**src/rtl/led_scan_pkg.sv**
```systemverilog
// -----------------------------------------------------------------------------
// led_scan_pkg
// Shared constants and the sequence-step helper for the LED scan select
// generator.
//   - MODE_*  : encoding of the 2-bit mode input
//   - DIR_*   : ping-pong travel direction encoding
//   - seq_next: next select value, direction and wrap flag for one advance
// -----------------------------------------------------------------------------
package led_scan_pkg;

    // Mode input encoding
    localparam logic [1:0] MODE_UP       = 2'b00;
    localparam logic [1:0] MODE_DOWN     = 2'b01;
    localparam logic [1:0] MODE_PINGPONG = 2'b10;
    localparam logic [1:0] MODE_HOLD     = 2'b11;

    // Travel direction (the only state of the ping-pong state machine)
    localparam logic DIR_UP   = 1'b0;
    localparam logic DIR_DOWN = 1'b1;

    // Ends of the 3-bit select range
    localparam logic [2:0] SEL_MIN = 3'd0;
    localparam logic [2:0] SEL_MAX = 3'd7;

    // Result of one advance of the sequence
    typedef struct packed {
        logic [2:0] sel;
        logic       dir;
        logic       wrap;
    } seq_next_t;

    // Computes the state after one advance. The returned dir already reflects
    // the direction tracking done in up/down modes; hold keeps everything.
    function automatic seq_next_t seq_next(
        input logic [1:0] mode,
        input logic [2:0] sel,
        input logic       dir
    );
        seq_next_t r;
        r.sel  = sel;
        r.dir  = dir;
        r.wrap = 1'b0;
        case (mode)
            MODE_UP: begin
                r.sel  = sel + 3'd1;
                r.dir  = DIR_UP;
                r.wrap = (sel == SEL_MAX);
            end
            MODE_DOWN: begin
                r.sel  = sel - 3'd1;
                r.dir  = DIR_DOWN;
                r.wrap = (sel == SEL_MIN);
            end
            MODE_PINGPONG: begin
                // Turn around at the ends without repeating the end value
                if (dir == DIR_UP) begin
                    if (sel == SEL_MAX) begin
                        r.sel  = SEL_MAX - 3'd1;
                        r.dir  = DIR_DOWN;
                        r.wrap = 1'b1;
                    end else begin
                        r.sel  = sel + 3'd1;
                        r.dir  = DIR_UP;
                        r.wrap = 1'b0;
                    end
                end else begin
                    if (sel == SEL_MIN) begin
                        r.sel  = SEL_MIN + 3'd1;
                        r.dir  = DIR_UP;
                        r.wrap = 1'b1;
                    end else begin
                        r.sel  = sel - 3'd1;
                        r.dir  = DIR_DOWN;
                        r.wrap = 1'b0;
                    end
                end
            end
            MODE_HOLD: begin
                r.sel  = sel;
                r.dir  = dir;
                r.wrap = 1'b0;
            end
            default: begin
                r.sel  = sel;
                r.dir  = dir;
                r.wrap = 1'b0;
            end
        endcase
        return r;
    endfunction

endpackage

```
**src/rtl/led_scan_seq_tick_gen.sv**
```systemverilog
// -----------------------------------------------------------------------------
// tick_gen
// Free-running prescaler with synchronous clear. pulse is high while the
// counter sits on its last value (DIV-1); the counter then returns to 0.
//   clk   : system clock, rising edge
//   rst   : asynchronous active-high reset, counter to 0
//   clr   : synchronous clear, holds the counter at 0
//   pulse : high during the last cycle of each DIV-cycle period
// -----------------------------------------------------------------------------
module tick_gen #(
    parameter int DIV = 12_500_000
) (
    input  logic clk,
    input  logic rst,
    input  logic clr,
    output logic pulse
);
    localparam int             CW       = (DIV > 2) ? $clog2(DIV) : 1;
    localparam logic [CW-1:0]  CNT_LAST = CW'(DIV - 1);

    logic [CW-1:0] cnt_r;
    logic          last_s;

    // Terminal-count decode from the registered counter only
    always_comb begin
        last_s = (cnt_r == CNT_LAST);
    end

    // Prescaler counter: cleared, wrapped at DIV-1, or incremented
    always_ff @(posedge clk or posedge rst) begin
        if (rst) begin
            cnt_r <= {CW{1'b0}};
        end else if (clr) begin
            cnt_r <= {CW{1'b0}};
        end else if (last_s) begin
            cnt_r <= {CW{1'b0}};
        end else begin
            cnt_r <= cnt_r + {{(CW-1){1'b0}}, 1'b1};
        end
    end

    assign pulse = last_s;

endmodule

```
**src/rtl/led_scan_seq.sv**
```systemverilog
// -----------------------------------------------------------------------------
// led_scan_seq
// 3-bit select sequence generator feeding a 3-to-8 decoder. Steps the select
// {a,b,c} up, down, ping-pong or holds it, either every TICK_DIV clocks
// (en=1) or on each rising edge of step (en=0).
//   clk  : system clock, rising edge
//   rst  : asynchronous active-high reset
//   en   : 1 = free-run on prescaler, 0 = manual step only
//   mode : 00 up, 01 down, 10 ping-pong, 11 hold
//   step : manual step request (rising edge used), only while en=0
//   a,b,c: registered select, a is the MSB
//   tick : one-cycle strobe in the cycle a new select first appears
//   wrap : one-cycle strobe on wrap (up/down) or turnaround (ping-pong)
// -----------------------------------------------------------------------------
module led_scan_seq
    import led_scan_pkg::*;
#(
    parameter int TICK_DIV = 12_500_000
) (
    input  logic       clk,
    input  logic       rst,
    input  logic       en,
    input  logic [1:0] mode,
    input  logic       step,
    output logic       a,
    output logic       b,
    output logic       c,
    output logic       tick,
    output logic       wrap
);

    logic        pulse_s;
    logic        step_q_r;
    logic        step_rise_s;
    logic        adv_s;
    logic [2:0]  sel_r;
    logic        dir_r;
    logic        tick_r;
    logic        wrap_r;
    seq_next_t   seq_nxt_s;
    logic        dir_nxt_s;

    // Prescaler is held cleared while stepping manually, so re-enabling
    // always gives a full period before the first automatic step.
    tick_gen #(
        .DIV (TICK_DIV)
    ) u_tick_gen (
        .clk   (clk),
        .rst   (rst),
        .clr   (~en),
        .pulse (pulse_s)
    );

    // Step input delay register for rising-edge detection
    always_ff @(posedge clk or posedge rst) begin
        if (rst) begin
            step_q_r <= 1'b0;
        end else begin
            step_q_r <= step;
        end
    end

    // Advance request: prescaler when free-running, step edge otherwise.
    // Uses the current en, so en dropping on the terminal count advances
    // nothing and a step edge coinciding with en=1 is ignored.
    always_comb begin
        step_rise_s = step & ~step_q_r;
        adv_s       = (en & pulse_s) | (~en & step_rise_s);
    end

    // Next sequence state; dir follows mode every cycle outside ping-pong,
    // but inside ping-pong it only changes at a turnaround advance.
    always_comb begin
        seq_nxt_s = seq_next(mode, sel_r, dir_r);
        if ((mode == MODE_PINGPONG) && !adv_s) begin
            dir_nxt_s = dir_r;
        end else begin
            dir_nxt_s = seq_nxt_s.dir;
        end
    end

    // Select, direction and strobe registers
    always_ff @(posedge clk or posedge rst) begin
        if (rst) begin
            sel_r  <= SEL_MIN;
            dir_r  <= DIR_UP;
            tick_r <= 1'b0;
            wrap_r <= 1'b0;
        end else begin
            dir_r  <= dir_nxt_s;
            tick_r <= adv_s;
            wrap_r <= adv_s & seq_nxt_s.wrap;
            if (adv_s) begin
                sel_r <= seq_nxt_s.sel;
            end else begin
                sel_r <= sel_r;
            end
        end
    end

    assign a    = sel_r[2];
    assign b    = sel_r[1];
    assign c    = sel_r[0];
    assign tick = tick_r;
    assign wrap = wrap_r;

endmodule

```
**config.mk**
```make
export PLATFORM = sky130hd
export DESIGN_NAME = led_scan_seq
export DESIGN_NICKNAME = d
export VERILOG_FILES = /design/src/rtl/led_scan_pkg.sv /design/src/rtl/led_scan_seq_tick_gen.sv /design/src/rtl/led_scan_seq.sv
export SDC_FILE = /design/constraint.sdc
export NUM_CORES = 1
export LEC_CHECK = 0
export ABC_CLOCK_PERIOD_IN_PS = 3900
export CAP_MARGIN = 40
export CORE_MARGIN = 2
export CORE_UTILIZATION = 55
export DETAILED_ROUTE_END_ITERATION = 6
export GPL_TIMING_DRIVEN = 0
export PLACE_DENSITY = 0.8
export SYNTH_ARGS = -nofsm -noshare
export SYNTH_HDL_FRONTEND = slang
export SYNTH_HIERARCHICAL = 1
export SYNTH_SLANG_ARGS = --single-unit
```
**constraint.sdc**
```tcl
create_clock -name clk -period 3.9 [get_ports clk]
set_clock_uncertainty 0.05 [all_clocks]
set_input_delay 0.78 -clock clk [delete_from_list [all_inputs] [get_ports clk]]
set_output_delay 0.78 -clock clk [all_outputs]
set_load 0.05 [all_outputs]
```
After elaboration in Yosys (flattened, before gate mapping)
Index checks and enable logic that the tools add are counted.
{ "totals": {"inputBits": 6, "output_inout_bits": 5, "elab_cells": 35, "reg_bits": 31} }
{ "classes": {"reduce_logical": 6, "bitwise": 9, "muxes": 6, "addsub": 3, "n_eq_ne": 5} }
{ "op_table": {"columns": ["op", "count"], "rows": [
  ["24-bit two-way mux", 2],
  ["24-bit by 1-bit adder with 24-bit output, second input constant", 1],
  ["24-bit == test, second input constant", 1],
  ["5-bit one-hot mux with 4 select lines", 1],
  ["5-bit two-way mux", 3],
  ["1-bit bitwise AND", 4],
  ["2-bit == test, second input constant", 2],
  ["1-bit NOT", 4],
  ["2-bit AND reduction", 2],
  ["3-bit by 1-bit adder with 3-bit output, second input constant", 1],
  ["3-bit == test, second input constant", 1],
  ["3-bit logical NOT", 1],
  ["3-bit by 1-bit subtractor with 3-bit output, second input constant", 1],
  ["2-bit by 1-bit == test with 1-bit output, second input constant", 1],
  ["2-bit logical NOT", 1],
  ["1-bit logical AND", 1],
  ["1-bit logical NOT", 1],
  ["1-bit OR", 1]
]} }

Longest topological paths before layout
{ "depth": {"ltp_word": 8, "depth_mapped": 7, "depth_no_buf": 7} }

Cells and area by module
Netlist, hierarchy kept.
{ "modules_own_cells": {"columns": ["mod", "cells_each", "n_inst", "area_each_um2", "seq_area_each_um2"], "rows": [
  ["tick_gen", 133, 1, 1260.0, 600.6],
  ["led_scan_seq", 51, 1, 495.5, 175.2]
]} }

Least setup slack after synthesis
Ideal clock, no wire load.
{ "synth_path": {"kind": "reg2reg", "from": "reg u_tick_gen.cnt_r[0]", "to": "reg u_tick_gen.cnt_r[10]", "path_stages_with_launch": 7, "slack_ps": 2003, "period_less_slack_ps": 1897, "setup_ps": 132, "arrival_ps": 1715, "t_required_ps": 3718, "n_path_buf": 1, "cell_sequence": "dfrtp_1 ha_1 and3_1 nand4_1 o31ai_1 clkbuf_1 nor2_1"} }
{ "synth_between": {"elab_chain_len": 3, "elab_cells_between_ends": 4, "classes_between": "1 x add/sub; 1 x eq/ne; 2 x mux"} }
{ "synth_lines": {"columns": ["item", "line_no", "rtl"], "rows": [
  ["start, declared", "led_scan_seq_tick_gen.sv:21", "logic [CW-1:0] cnt_r;"],
  ["start signal, assigned", "led_scan_seq_tick_gen.sv:32", "cnt_r <= {CW{1'b0}};"],
  ["start signal, assigned", "led_scan_seq_tick_gen.sv:34", "cnt_r <= {CW{1'b0}};"],
  ["start signal, assigned", "led_scan_seq_tick_gen.sv:36", "cnt_r <= {CW{1'b0}};"],
  ["24-bit by 1-bit adder with 24-bit output / 24-bit == test (equally long branches)", "led_scan_seq_tick_gen.sv:38, led_scan_seq_tick_gen.sv:26", null],
  ["24-bit two-way mux (*)", "led_scan_seq_tick_gen.sv:35", "end else if (last_s) begin"],
  ["24-bit two-way mux (*)", "led_scan_seq_tick_gen.sv:33", "end else if (clr) begin"]
]} }
Every way passes the cells marked *; elsewhere a longest branch is shown, timed or not.
A chain may end at the register's enable or synchronous reset.

Worst setup path after layout
{ "layout_path": {"from": "reg u_tick_gen.cnt_r[0]", "to": "reg u_tick_gen.cnt_r[2]"} }
Same word-level chain as after synthesis.

==> metrics <==
outcome=complete, no violations; largest family of logic cells by synthesized area=simple AND/OR/NAND/NOR gates; EDFF count, synth=0; CP peak stage delay=0.64 ns; via/cell ratio=just under 6; initial antenna violation count=0; Inst Count DP=around 240; Post-Syn Nets=196; largest net degree at the start of global routing=18; Worst setup endpoint=u_tick_gen/cnt_r[2]; initial core utilization=between 50% and 60%; Final min period=approximately 2.5 ns; GRT Total Usage=a little under a quarter; Synth Warn #=6; simple-gate share of the synthesized area=24.4%; post-synthesis average cell area=roughly 9.5 um^2; Mapped Area=around 1800 um^2; maximum root-to-sink buffer count=2; Crit Path Category=register to register; final hold slack=~0.45 ns; Seq cells post-synth=31; CTS root buf=clkbuf_4; post-cts sizing count=0; DIE HEIGHT=60.5 um; drt pass-1 iters=4; multiplexer share of the synthesized area=around 1.8%; First DRT Iteration DRCs=roughly 180; Clk pwr share=approximately 30%; P per Cell Area=424 nW/um^2; Area growth syn-to-layout=14.8%; Worst-Margin Slew=0.678 ns; max_slew headroom=a little over half; VDD IR-drop max=about 0.25 mV; setup_tns=0 ns; Post-CTS Setup Bufs=0; later-pin clock latency in the skew report=around 0.32 ns; reg2reg setup slack=1.41 ns; cell count after synthesis=approximately 180; post-synth cell types=40; CP cell instances=ha_1 -> and3_1 -> nand4_1 -> o31ai_1 -> clkbuf_1 -> nor2_1; maxcap violations=0; share of cells above drive strength 1=under 10%; worst setup path startpoint=u_tick_gen/cnt_r[0]; via count=roughly 1,500; Slowest cell on crit path=o31ai_1; Compound-Gate Fraction of Synth Area=roughly 13%; Num CTS Buffers=5; register area share after synthesis=approximately 44%; total chip power=~0.85 mW; global route overflow=0; register share of total power=between 40% and 50%; vias in the first global route=about 1,400; final worst slack=1.41 ns; startpoint types=register; total core area=between 3000 and 4000 um^2; clk slew on worst S/H paths=0.09 ns; cell taking the most area after synthesis=dfrtp_1; dpl cell area=1930 um^2; top layer in use=met4; I/O Pins=11; Post-DP HPWL=about 2800 um; Core Util, Final=66.0%; CTS tree=yes; type of the tightest min-delay check=register to register; CP Data Required Time=just over 4 ns; CP Max Fanout=10; combinational share of power=28.1%; drt drc=0; Nets=roughly 210; CP bufs+invs=1; Switch Pwr=roughly 0.27 mW; max frequency=approximately 0.40 GHz; CP top delay family=compound AO/OA/AOI/OAI gates; post-route ant nets=0; CTS sink cnt=31; Final Instance Area=just over 2000 um^2; # diodes=0; Routed WL per cell=15.0 um; worst r2r dst=u_tick_gen/cnt_r[2]; Synth area leaders=dfrtp_1 (44%), xnor2_1 (4.5%), ha_1 (4.3%); Static Leak=0.825 nW; cell row count=20; die width=60.5 um; final hold vios=0; R2R depth=6; unrepaired setup endpoints after global routing=no; routed wl met2=between 1500 and 2000 um; first-pass GRT wire length=between 6000 and 7000 um; Max Slew Vio Count=0; Non-Filler Instances=around 250; CTS Hold Bufs=0; Yosys top cell area share=between 40 and 50%; Setup violations, final=0; WL met3=around 210 um; pre-CTS setup slack=1.45 ns; die area=between 3000 and 4000 um^2; Worst path depth=6; Synth Area in Adders=~4.3%; Post-synth ARST share=100%; H-tree level count=2; xor/xnor cell area share of the yosys netlist=around 7.5%; FF-to-FF Start=u_tick_gen/cnt_r[0]; Int Pwr=0.588 mW; WL final=between 3000 and 4000 um; RD Place Congestion=between 0.8 and 0.9; Main synth FF type=dfrtp_1; port bufs=9; period utilization=about 64%; Setup crit end kind=register; met1 WL=1580 um; switching part of the total=approximately 31%; crit path DAT=around 2.6 ns
## logic make-up (layout without fill, tap and decap cells)
logic type,count (synthesis),count (layout)
buf+inv,22,40
fa+ha+maj,6,6
compound gates,32,32
xor+xnor,15,15
mux,3,3
simple gates,75,75
flops,31,31
## flip-flops by register name (all words and copies together), names as in the netlist
name,cells
dir_r,1
wrap,1
sel_r,3
u_tick_gen/cnt_r,24
step_q_r,1
tick,1
## synth_stat cells (3+ instances only)
cell type / instances
a21oi_1: 9
and3_1: 4
clkbuf_1: 3
dfrtp_1: 31
ha_1: 6
inv_1: 16
nand2_1: 7
nand3_1: 8
nand4_1: 6
nor2_1: 19
nor3_1: 3
nor4_1: 5
o21ai_0: 4
o31ai_1: 6
or3_1: 6
or4_1: 6
xnor2_1: 9
xor2_1: 6
## worst reg2reg max path, delay by kind of cell (launching register included)
kind	cells	cell delay, ns
compound gates	1	0.64
fa+ha+maj	1	0.22
buf+inv	1	0.48
flops	1	0.40
simple gates	3	0.56
## worst min path at each step
stage | from | endpoint | slack [ns] | depth (start not counted)
after CTS | u_tick_gen/cnt_r[0] | u_tick_gen/cnt_r[0] | 0.46 | 1
after detailed placement | u_tick_gen/cnt_r[0] | u_tick_gen/cnt_r[0] | 0.44 | 1
final | u_tick_gen/cnt_r[0] | u_tick_gen/cnt_r[0] | 0.45 | 1
after floorplan | u_tick_gen/cnt_r[0] | u_tick_gen/cnt_r[0] | 0.42 | 1
after global placement | u_tick_gen/cnt_r[0] | u_tick_gen/cnt_r[0] | 0.44 | 1
after global routing | u_tick_gen/cnt_r[0] | u_tick_gen/cnt_r[0] | 0.48 | 1
## metal layers
layer  up-vias  GRT usage, %
met3         2          4.48
met5         -             0
met4         0          5.90
li1        700             -
met2        45          40.2
met1       708          28.1
## layout make-up
class,count,area (um^2)
fill,251,1040
multi-input combinational,131,887
sequential,31,776
timing repair buffer,10,118
inverter,16,60.1
tap,44,55.1
clock buffer,6,51.3
clock inverter,2,35.0
buffer,6,32.5
## power groups by stage
stage / sequential (mW) / combinational [mW] / clock [mW]
floorplan: 0.403 / 0.128 / 0
global placement: 0.360 / 0.220 / 0
detailed placement: 0.364 / 0.234 / 0
CTS: 0.358 / 0.237 / 0.264
global route: 0.361 / 0.261 / 0.276
finish: 0.358 / 0.240 / 0.256
## cell usage in the layout (no fill, tap or decap), drive strengths merged, types with 7 or more instances in the layout
cell type	count
nor2	20
dfrtp	31
clkdlybuf4s50	9
inv	16
a21oi	10
xnor2	9
or4	7
clkbuf	9
nand2	7
nand3	9
No activity file was read; power rests on OpenSTA's default activity.
